### src/rtl/xentry_pkg.sv
// Shared types for the L1-to-L2 request path.
// Memory operation, arbiter state and requester ids.
package xentry_pkg;

  typedef enum logic {
    MEM_LOAD,
    MEM_STORE
  } memory_operation_e;

  typedef enum logic [1:0] {
    ARB_IDLE,
    ARB_GRANT_IC,
    ARB_GRANT_DC
  } arb_state_e;

  typedef enum logic {
    REQ_IC,
    REQ_DC
  } arb_requester_e;

endpackage

### src/rtl/l2_arbiter_fsm.sv
// Grant sequencer: round-robin owner choice, line-length beat count.
// Ports: clk, reset (async low), ic/dc valid, l2 fulfilled -> grant, sel.
module l2_arbiter_fsm
  import xentry_pkg::*;
#(
  parameter int WORDS_PER_LINE = 8
) (
  input  logic           clk,
  input  logic           reset,
  input  logic           ic_valid,
  input  logic           dc_valid,
  input  logic           l2_fulfilled,
  output logic           grant,
  output arb_requester_e sel
);

  localparam int BW = $clog2(WORDS_PER_LINE) + 1;

  arb_state_e     state;
  arb_requester_e last_grant;
  logic [BW-1:0]  beat_count;
  logic [BW-1:0]  beat_next;
  logic           owner_valid;

  assign owner_valid = (state == ARB_GRANT_IC) ? ic_valid : dc_valid;
  assign beat_next   = beat_count + BW'(1);

  always_ff @(posedge clk or negedge reset) begin
    if (!reset) begin
      state      <= ARB_IDLE;
      last_grant <= REQ_DC;
      beat_count <= '0;
    end else begin
      unique case (state)
        ARB_IDLE: begin
          // Tie goes to whoever did not own the port last.
          if (ic_valid && (!dc_valid || last_grant == REQ_DC)) begin
            state      <= ARB_GRANT_IC;
            last_grant <= REQ_IC;
            beat_count <= '0;
          end else if (dc_valid) begin
            state      <= ARB_GRANT_DC;
            last_grant <= REQ_DC;
            beat_count <= '0;
          end
        end
        ARB_GRANT_IC,
        ARB_GRANT_DC: begin
          // Owner done (or aborted with nothing outstanding).
          if (!owner_valid) begin
            state <= ARB_IDLE;
          end else if (l2_fulfilled) begin
            beat_count <= beat_next;
            if (beat_next == BW'(WORDS_PER_LINE)) begin
              state <= ARB_IDLE;
            end
          end
        end
        default: state <= ARB_IDLE;
      endcase
    end
  end

  assign grant = (state == ARB_GRANT_IC) || (state == ARB_GRANT_DC);
  assign sel   = (state == ARB_GRANT_DC) ? REQ_DC : REQ_IC;

endmodule

### src/rtl/l2_request_arbiter.sv
// Shares the L2 request port between icache and dcache.
// Ports: ic_*/dc_* requester sides, l2_* forwarded port, clk, reset.
module l2_request_arbiter
  import xentry_pkg::*;
#(
  parameter int LINE_SIZE = 32,
  parameter int XLEN      = 32
) (
  input  logic              clk,
  input  logic              reset,
  input  logic [XLEN-1:0]   ic_req_address,
  input  memory_operation_e ic_req_type,
  input  logic              ic_req_valid,
  output logic [XLEN-1:0]   ic_fetched_word,
  output logic              ic_req_fulfilled,
  input  logic [XLEN-1:0]   dc_req_address,
  input  memory_operation_e dc_req_type,
  input  logic              dc_req_valid,
  input  logic [XLEN-1:0]   dc_write_word,
  output logic [XLEN-1:0]   dc_fetched_word,
  output logic              dc_req_fulfilled,
  output logic [XLEN-1:0]   l2_req_address,
  output memory_operation_e l2_req_type,
  output logic              l2_req_valid,
  output logic [XLEN-1:0]   l2_write_word,
  input  logic [XLEN-1:0]   l2_fetched_word,
  input  logic              l2_req_fulfilled
);

  localparam int WORDS_PER_LINE = LINE_SIZE / (XLEN / 8);

  logic           grant;
  arb_requester_e sel;

  l2_arbiter_fsm #(
    .WORDS_PER_LINE(WORDS_PER_LINE)
  ) u_fsm (
    .clk         (clk),
    .reset       (reset),
    .ic_valid    (ic_req_valid),
    .dc_valid    (dc_req_valid),
    .l2_fulfilled(l2_req_fulfilled),
    .grant       (grant),
    .sel         (sel)
  );

  always_comb begin
    l2_req_valid     = 1'b0;
    l2_req_address   = '0;
    l2_req_type      = MEM_LOAD;
    l2_write_word    = '0;
    ic_fetched_word  = '0;
    ic_req_fulfilled = 1'b0;
    dc_fetched_word  = '0;
    dc_req_fulfilled = 1'b0;
    if (grant) begin
      unique case (sel)
        REQ_IC: begin
          l2_req_valid     = ic_req_valid;
          l2_req_address   = ic_req_address;
          l2_req_type      = ic_req_type;
          ic_fetched_word  = l2_fetched_word;
          ic_req_fulfilled = l2_req_fulfilled;
        end
        REQ_DC: begin
          l2_req_valid     = dc_req_valid;
          l2_req_address   = dc_req_address;
          l2_req_type      = dc_req_type;
          l2_write_word    = dc_write_word;
          dc_fetched_word  = l2_fetched_word;
          dc_req_fulfilled = l2_req_fulfilled;
        end
      endcase
    end
  end

endmodule

### config.mk
export PLATFORM = sky130hd
export DESIGN_NAME = l2_request_arbiter
export DESIGN_NICKNAME = d
export VERILOG_FILES = /design/src/rtl/xentry_pkg.sv /design/src/rtl/l2_arbiter_fsm.sv /design/src/rtl/l2_request_arbiter.sv
export SDC_FILE = /design/constraint.sdc
export NUM_CORES = 1
export LEC_CHECK = 0
export ABC_AREA = 1
export BUFFER_PORTS_ARGS = -buffer_cell sky130_fd_sc_hd__buf_2
export CAP_MARGIN = 10
export CORE_AREA = 2 2 102 104
export DETAILED_ROUTE_END_ITERATION = 16
export DIE_AREA = 0 0 104 106
export HOLD_SLACK_MARGIN = 0.06
export PLACE_DENSITY = 0.65
export SLEW_MARGIN = 20
export SYNTH_ARGS = -nofsm -noshare
export SYNTH_HDL_FRONTEND = slang
export SYNTH_SLANG_ARGS = --single-unit
### constraint.sdc
create_clock -name clk -period 1.54 [get_ports clk]
set_input_delay 0.231 -clock clk [delete_from_list [all_inputs] [get_ports clk]]
set_output_delay 0.231 -clock clk [all_outputs]
set_load 0.01 [all_outputs]
* Word-level counts from Yosys, hierarchy flattened
Index checks and enable logic that the tools add are counted.
** Operators by class
- Bitwise gates (word level) :: 1
- Eq/ne operators :: 8
- Reduce and logical (&&, ||, !) cells :: 11
- Mux-type cells :: 31
- Add/sub/neg operators :: 1
** Operator list (number)
- $mux W32 :: 7
- $pmux W32 S2 :: 1
- $mux W4 :: 4
- $mux W1 :: 10
- $mux W2 :: 5
- $pmux W4 S2 :: 1
- $ne A3 B3 Y1 const B :: 2
- $add A4 B1 Y4 const B :: 1
- $eq A4 B4 Y1 const B :: 1
- $pmux W1 S2 :: 2
- $pmux W2 S2 :: 1
- $reduce_and A4 Y1 :: 1
- $reduce_bool A2 Y1 :: 2
- $ne A3 B2 Y1 const B :: 1
- $reduce_and A3 Y1 :: 1
- $eq A2 B1 Y1 const B :: 1
- $eq A2 B2 Y1 const B :: 1
- $logic_not A2 Y1 :: 1
- $logic_or A1 B1 Y1 :: 2
- $ne A2 B1 Y1 const B :: 1
- $ne A2 B2 Y1 const B :: 1
- $reduce_and A2 Y1 :: 1
- $reduce_or A2 Y1 :: 1
- $logic_and A1 B1 Y1 :: 1
- other kinds (2) :: 2
** Storage, ports and cells
- Register bits after elaboration :: 7
- Bits of input ports :: 135

* Depth between registers and ports, before layout
- Depth in word-level cells :: 6
- Gate-level depth with buffers :: 11
- Gate-level depth less buffers :: 10

* Hierarchy
A second synthesis with hierarchy kept.
** Unflattened totals
- Cells, all modules :: 358
- Area total of the unflattened synthesis :: 1878.1 sq um
** By module, submodules not included
- l2_request_arbiter :: cells an instance 293, instances 1, area each 1396.3 sq um
- l2_arbiter_fsm :: cells an instance 65, instances 1, area each 481.7 sq um

* Worst setup path before layout
No wires, ideal clock.
- Path kind :: reg-to-output
- Start :: register u_fsm.state[0]
- End :: output port l2_req_address[0]
- Data arrival time :: 1.289 ns
- Stages on the path, launching flop included :: 7
- Slack :: 0.020 ns
- Cells stage by stage :: dfrtp_1 -> inv_1 -> ha_1 -> buf_6 -> clkbuf_1 -> o21ai_0 -> nor2_1
** Between the ends
- Word-level cells in the longest chain between the ends :: 5
** RTL lines
- start, declared :: line l2_arbiter_fsm.sv:19 : arb_state_e state;
- start signal, assigned :: line l2_arbiter_fsm.sv:30 : state <= ARB_IDLE;
- start signal, assigned :: line l2_arbiter_fsm.sv:38 : state <= ARB_GRANT_IC;
- start signal, assigned :: line l2_arbiter_fsm.sv:42 : state <= ARB_GRANT_DC;
- $eq A2 B2 Y1 :: line l2_arbiter_fsm.sv:64, l2_arbiter_fsm.sv:65
- $mux W1 :: line l2_arbiter_fsm.sv:65 : assign sel = (state == ARB_GRANT_DC) ? REQ_DC : REQ_IC;
- $not A1 Y1
- $pmux W32 S2 :: line l2_request_arbiter.sv:57 : unique case (sel)
- $mux W32 (*) :: line l2_request_arbiter.sv:56 : if (grant) begin
- end, declared :: line l2_request_arbiter.sv:22 : output logic [XLEN-1:0] l2_req_address,
Every way passes the cells marked *; elsewhere a longest branch is shown, timed or not.

* Worst setup path in the final report
- Start :: register u_fsm.state[1]
- End :: output port dc_fetched_word[28]
** Between the ends
- Word-level cells in the longest chain between the ends :: 4
** RTL lines
- $eq A2 B2 Y1 :: line l2_arbiter_fsm.sv:64, l2_arbiter_fsm.sv:65
- $mux W1 :: line l2_arbiter_fsm.sv:65
- $mux W32 :: line l2_request_arbiter.sv:57
- $mux W32 (*) :: line l2_request_arbiter.sv:56
- end, declared :: line l2_request_arbiter.sv:20 : output logic [XLEN-1:0] dc_fetched_word,
Marks and branches as above.

==> results.md <==
- Status: finished with violations
- Failing checks: negative setup slack
- Slowest Stage Delay on Critical Path: 0.39 ns
- R2R Setup Slk: -0.09 ns
- MaxCap Viol Count: 0
- Global route overflow: 0
- CP max FO: 8
- Chip Width: 104 um
- Core footprint: 0.0100 mm^2
- Synth cell count leaders: 105 x inv_1, 104 x nor2_1, 92 x nand2_1, 36 x o21ai_0, 11 x buf_2
- GP Congestion: 0.812
- Root Buffer: clkbuf_8
- HP Class: input pin to asynchronous set/reset pin
- Total power draw: 0.00766 W
- CP Launch Type: register
- Cell area after placement: 0.00338 mm^2
- CTS buffer count: 3
- Register area share after synthesis: 10.1%
- First drt pass iteration count: 4
- Max clock buf depth: 2
- Cell with the most instances after synthesis: inv_1
- Syn Area/Cell: 4.54 um^2
- Required @ worst endpoint: 1.31 ns
- Ys async rst share: 100%
- Yosys cell types: 20
- Largest net degree at the start of global routing: 35
- Nets@finish: 815
- Buf/Inv on CP: 6
- Peak supply drop: 0.772 mV
- RSZ-0062 raised after global routing: true
- Slowest CP cell: dfrtp_1
- Worst Tran Pin Value: 0.308 ns
- Worst-path clk slew: 0.04 ns
- CP arrival: 1.60 ns
- Number of top-level pins: 267
- Initial antenna violation count: 0
- Post-route cell area: 0.00418 mm^2
- Clock Latency Late Sink: 0.24 ns
- P per Cell Area: 1830 mW/mm^2
- Synthesized net count: 524
- Vias after detailed routing: 3154
- Vias/cell: 3.89
- CP Capture Type: output pin
- Routed wire length per instance: 11.6 um
- Layout cells sized above 1: 59.6%
- Share of the synthesized area in the top cell type: 22.6%
- Input/output buffers: 266
- DRC Markers: 0
- Layout area overhead: 140%
- Setup Skew: 0.00404 ns
- Min Tclk post-route: 1.83 ns
- CTS H-tree depth: 1
- DRT iter0 DRCs: 130
- Final period util: 119%
- Worst path top cell family by delay: buffers and inverters
- Final hold violation count: 0
- Dominant cells by area after synthesis: inv_1 23%, nor2_1 22%, nand2_1 20%
- Crit path top cell by count: buf_6
- Ys flop type: dfrtp_1
- Initial Util: 17.5%
- Final core occ: 41.8%
- Post-DP HPWL: 6600 um
- Final Slew Violations: 0
- Cell Rows: 37
- Post-synth EDFFs: 0
- Cells after Synth: 385
- First-pass GRT wire length: 13300 um
- FMAX: 546 MHz
- Final worst-path setup slack: -0.290 ns
- Wirelength, routed: 9390 um
- Die Area: 0.0110 mm^2
- Number of global-route vias before repair: 2727
- WS Path Type: register to output pin
- Final setup violation count: 136
- Synth warn: 0
- Synth area leader: inv_1
- Total track usage: 14.4%
- CTS tree: done
- CP Cell Sequence: buf_6, ha_4, buf_4, buf_6, buf_16, nand2_1, inv_1, buf_2
- N_diodes: 0
- Synthesized area: 0.00175 mm^2
- Final ANT Viol Nets: 0
- Die height: 106 um
- Leak pwr: 2.97 nW
- #FFs+latches synth: 7
- Clk sink count: 7
- Slew headroom: 79.3%
## what timing repair did
item,4_1_cts,5_1_grt
cloned,4,5
hold buffers,1,0
buffers inserted,6,9
pin swaps,6,18
endpoints found under the setup margin,137,138
endpoints found under the hold margin,7,0
gates resized for setup,61,107
## state kept, by name (all words and copies together), names as in the netlist
| name | flops |
|---|---|
| u_fsm.beat_count | 4 |
| u_fsm.last_grant | 1 |
| u_fsm.state | 2 |
## where the power goes
| group | internal, W | switching [W] | leakage [nW] |
|---|---|---|---|
| logic | 0.00337 | 0.00371 | 2.86 |
| clock network | 0.000180 | 0.0000863 | 0.0228 |
| registers | 0.000260 | 0.0000600 | 0.0907 |
| total | 0.00381 | 0.00386 | 2.97 |
## worst register-to-register path, delay by kind of cell (launching register included)
kind	cells	cell delay, ns
AND/OR/NAND/NOR	4	0.26
AO/OA/AOI/OAI	1	0.21
flip-flops	1	0.36
buffers and inverters	4	0.34
adder cells (fa/ha/maj)	1	0.35
## cell usage in the layout, fill, tap and decap left out, types with 3 or more instances in the layout
cell type    n
buf_4       11
nor2_4       6
clkbuf_8     3
nor2_2      32
nand2_1     68
o21ai_1     17
nand2_2     18
o21ai_2     11
inv_1       95
buf_12      12
nand3_1      4
dfrtp_1      6
nand2_4      6
nor2_1      67
buf_2      253
inv_2       11
buf_6       23
o21ai_0      9
buf_16       3
## final timing paths
path / start / end / cells after the start
worst max-delay path: u_fsm.state[1] / dc_fetched_word[28] / 8
worst min-delay path: reset / u_fsm.beat_count[3] / 2
worst max register to register: u_fsm.state[1] / u_fsm.beat_count[0] / 10
worst min register to register: u_fsm.last_grant / u_fsm.last_grant / 2
max in group asynchronous: reset / u_fsm.last_grant / 2
min in group clk: ic_req_valid / u_fsm.last_grant / 4
## through the flow
step	worst slack [ns]	hold WS [ns]	std cells	TNS (ns)
CTS	-0.245	0.359	800	-22.56
floorplan	0.0200	-0.0646	385	0
detailed placement	-0.101	0.0753	785	-1.59
global placement	-0.110	0.0765	785	-0.657
finish	-0.290	0.357	811	-26.23
global route	-0.378	0.375	811	-35.34
## layout make-up
class / instances / area, um^2
clock buffer: 4 / 45.0
tap: 136 / 170
inverter: 108 / 418
sequential: 7 / 176
timing repair buffer: 307 / 2020
fill: 1091 / 5820
multi-input combinational: 249 / 1350
## metal layers
metal / GRT usage [%] / wire, um / vias to the layer above
met3: 1.96 / 576 / 7
met5: 0 / 0 / -
met2: 26.6 / 4860 / 117
li1: - / - / 1661
met4: 2.61 / 88 / 0
met1: 18.0 / 3870 / 1369
## logic make-up after synthesis
kind of cell               after synthesis  synth area share, %
AOI/OAI and AO/OA                       42                 12.7
buffers and inverters                  129                 29.7
DFF                                      7                 10.1
adders and majority gates                4                 2.87
and+or+nand+nor                        203                 44.6
Note: power is estimated with default switching activity, not from simulation.
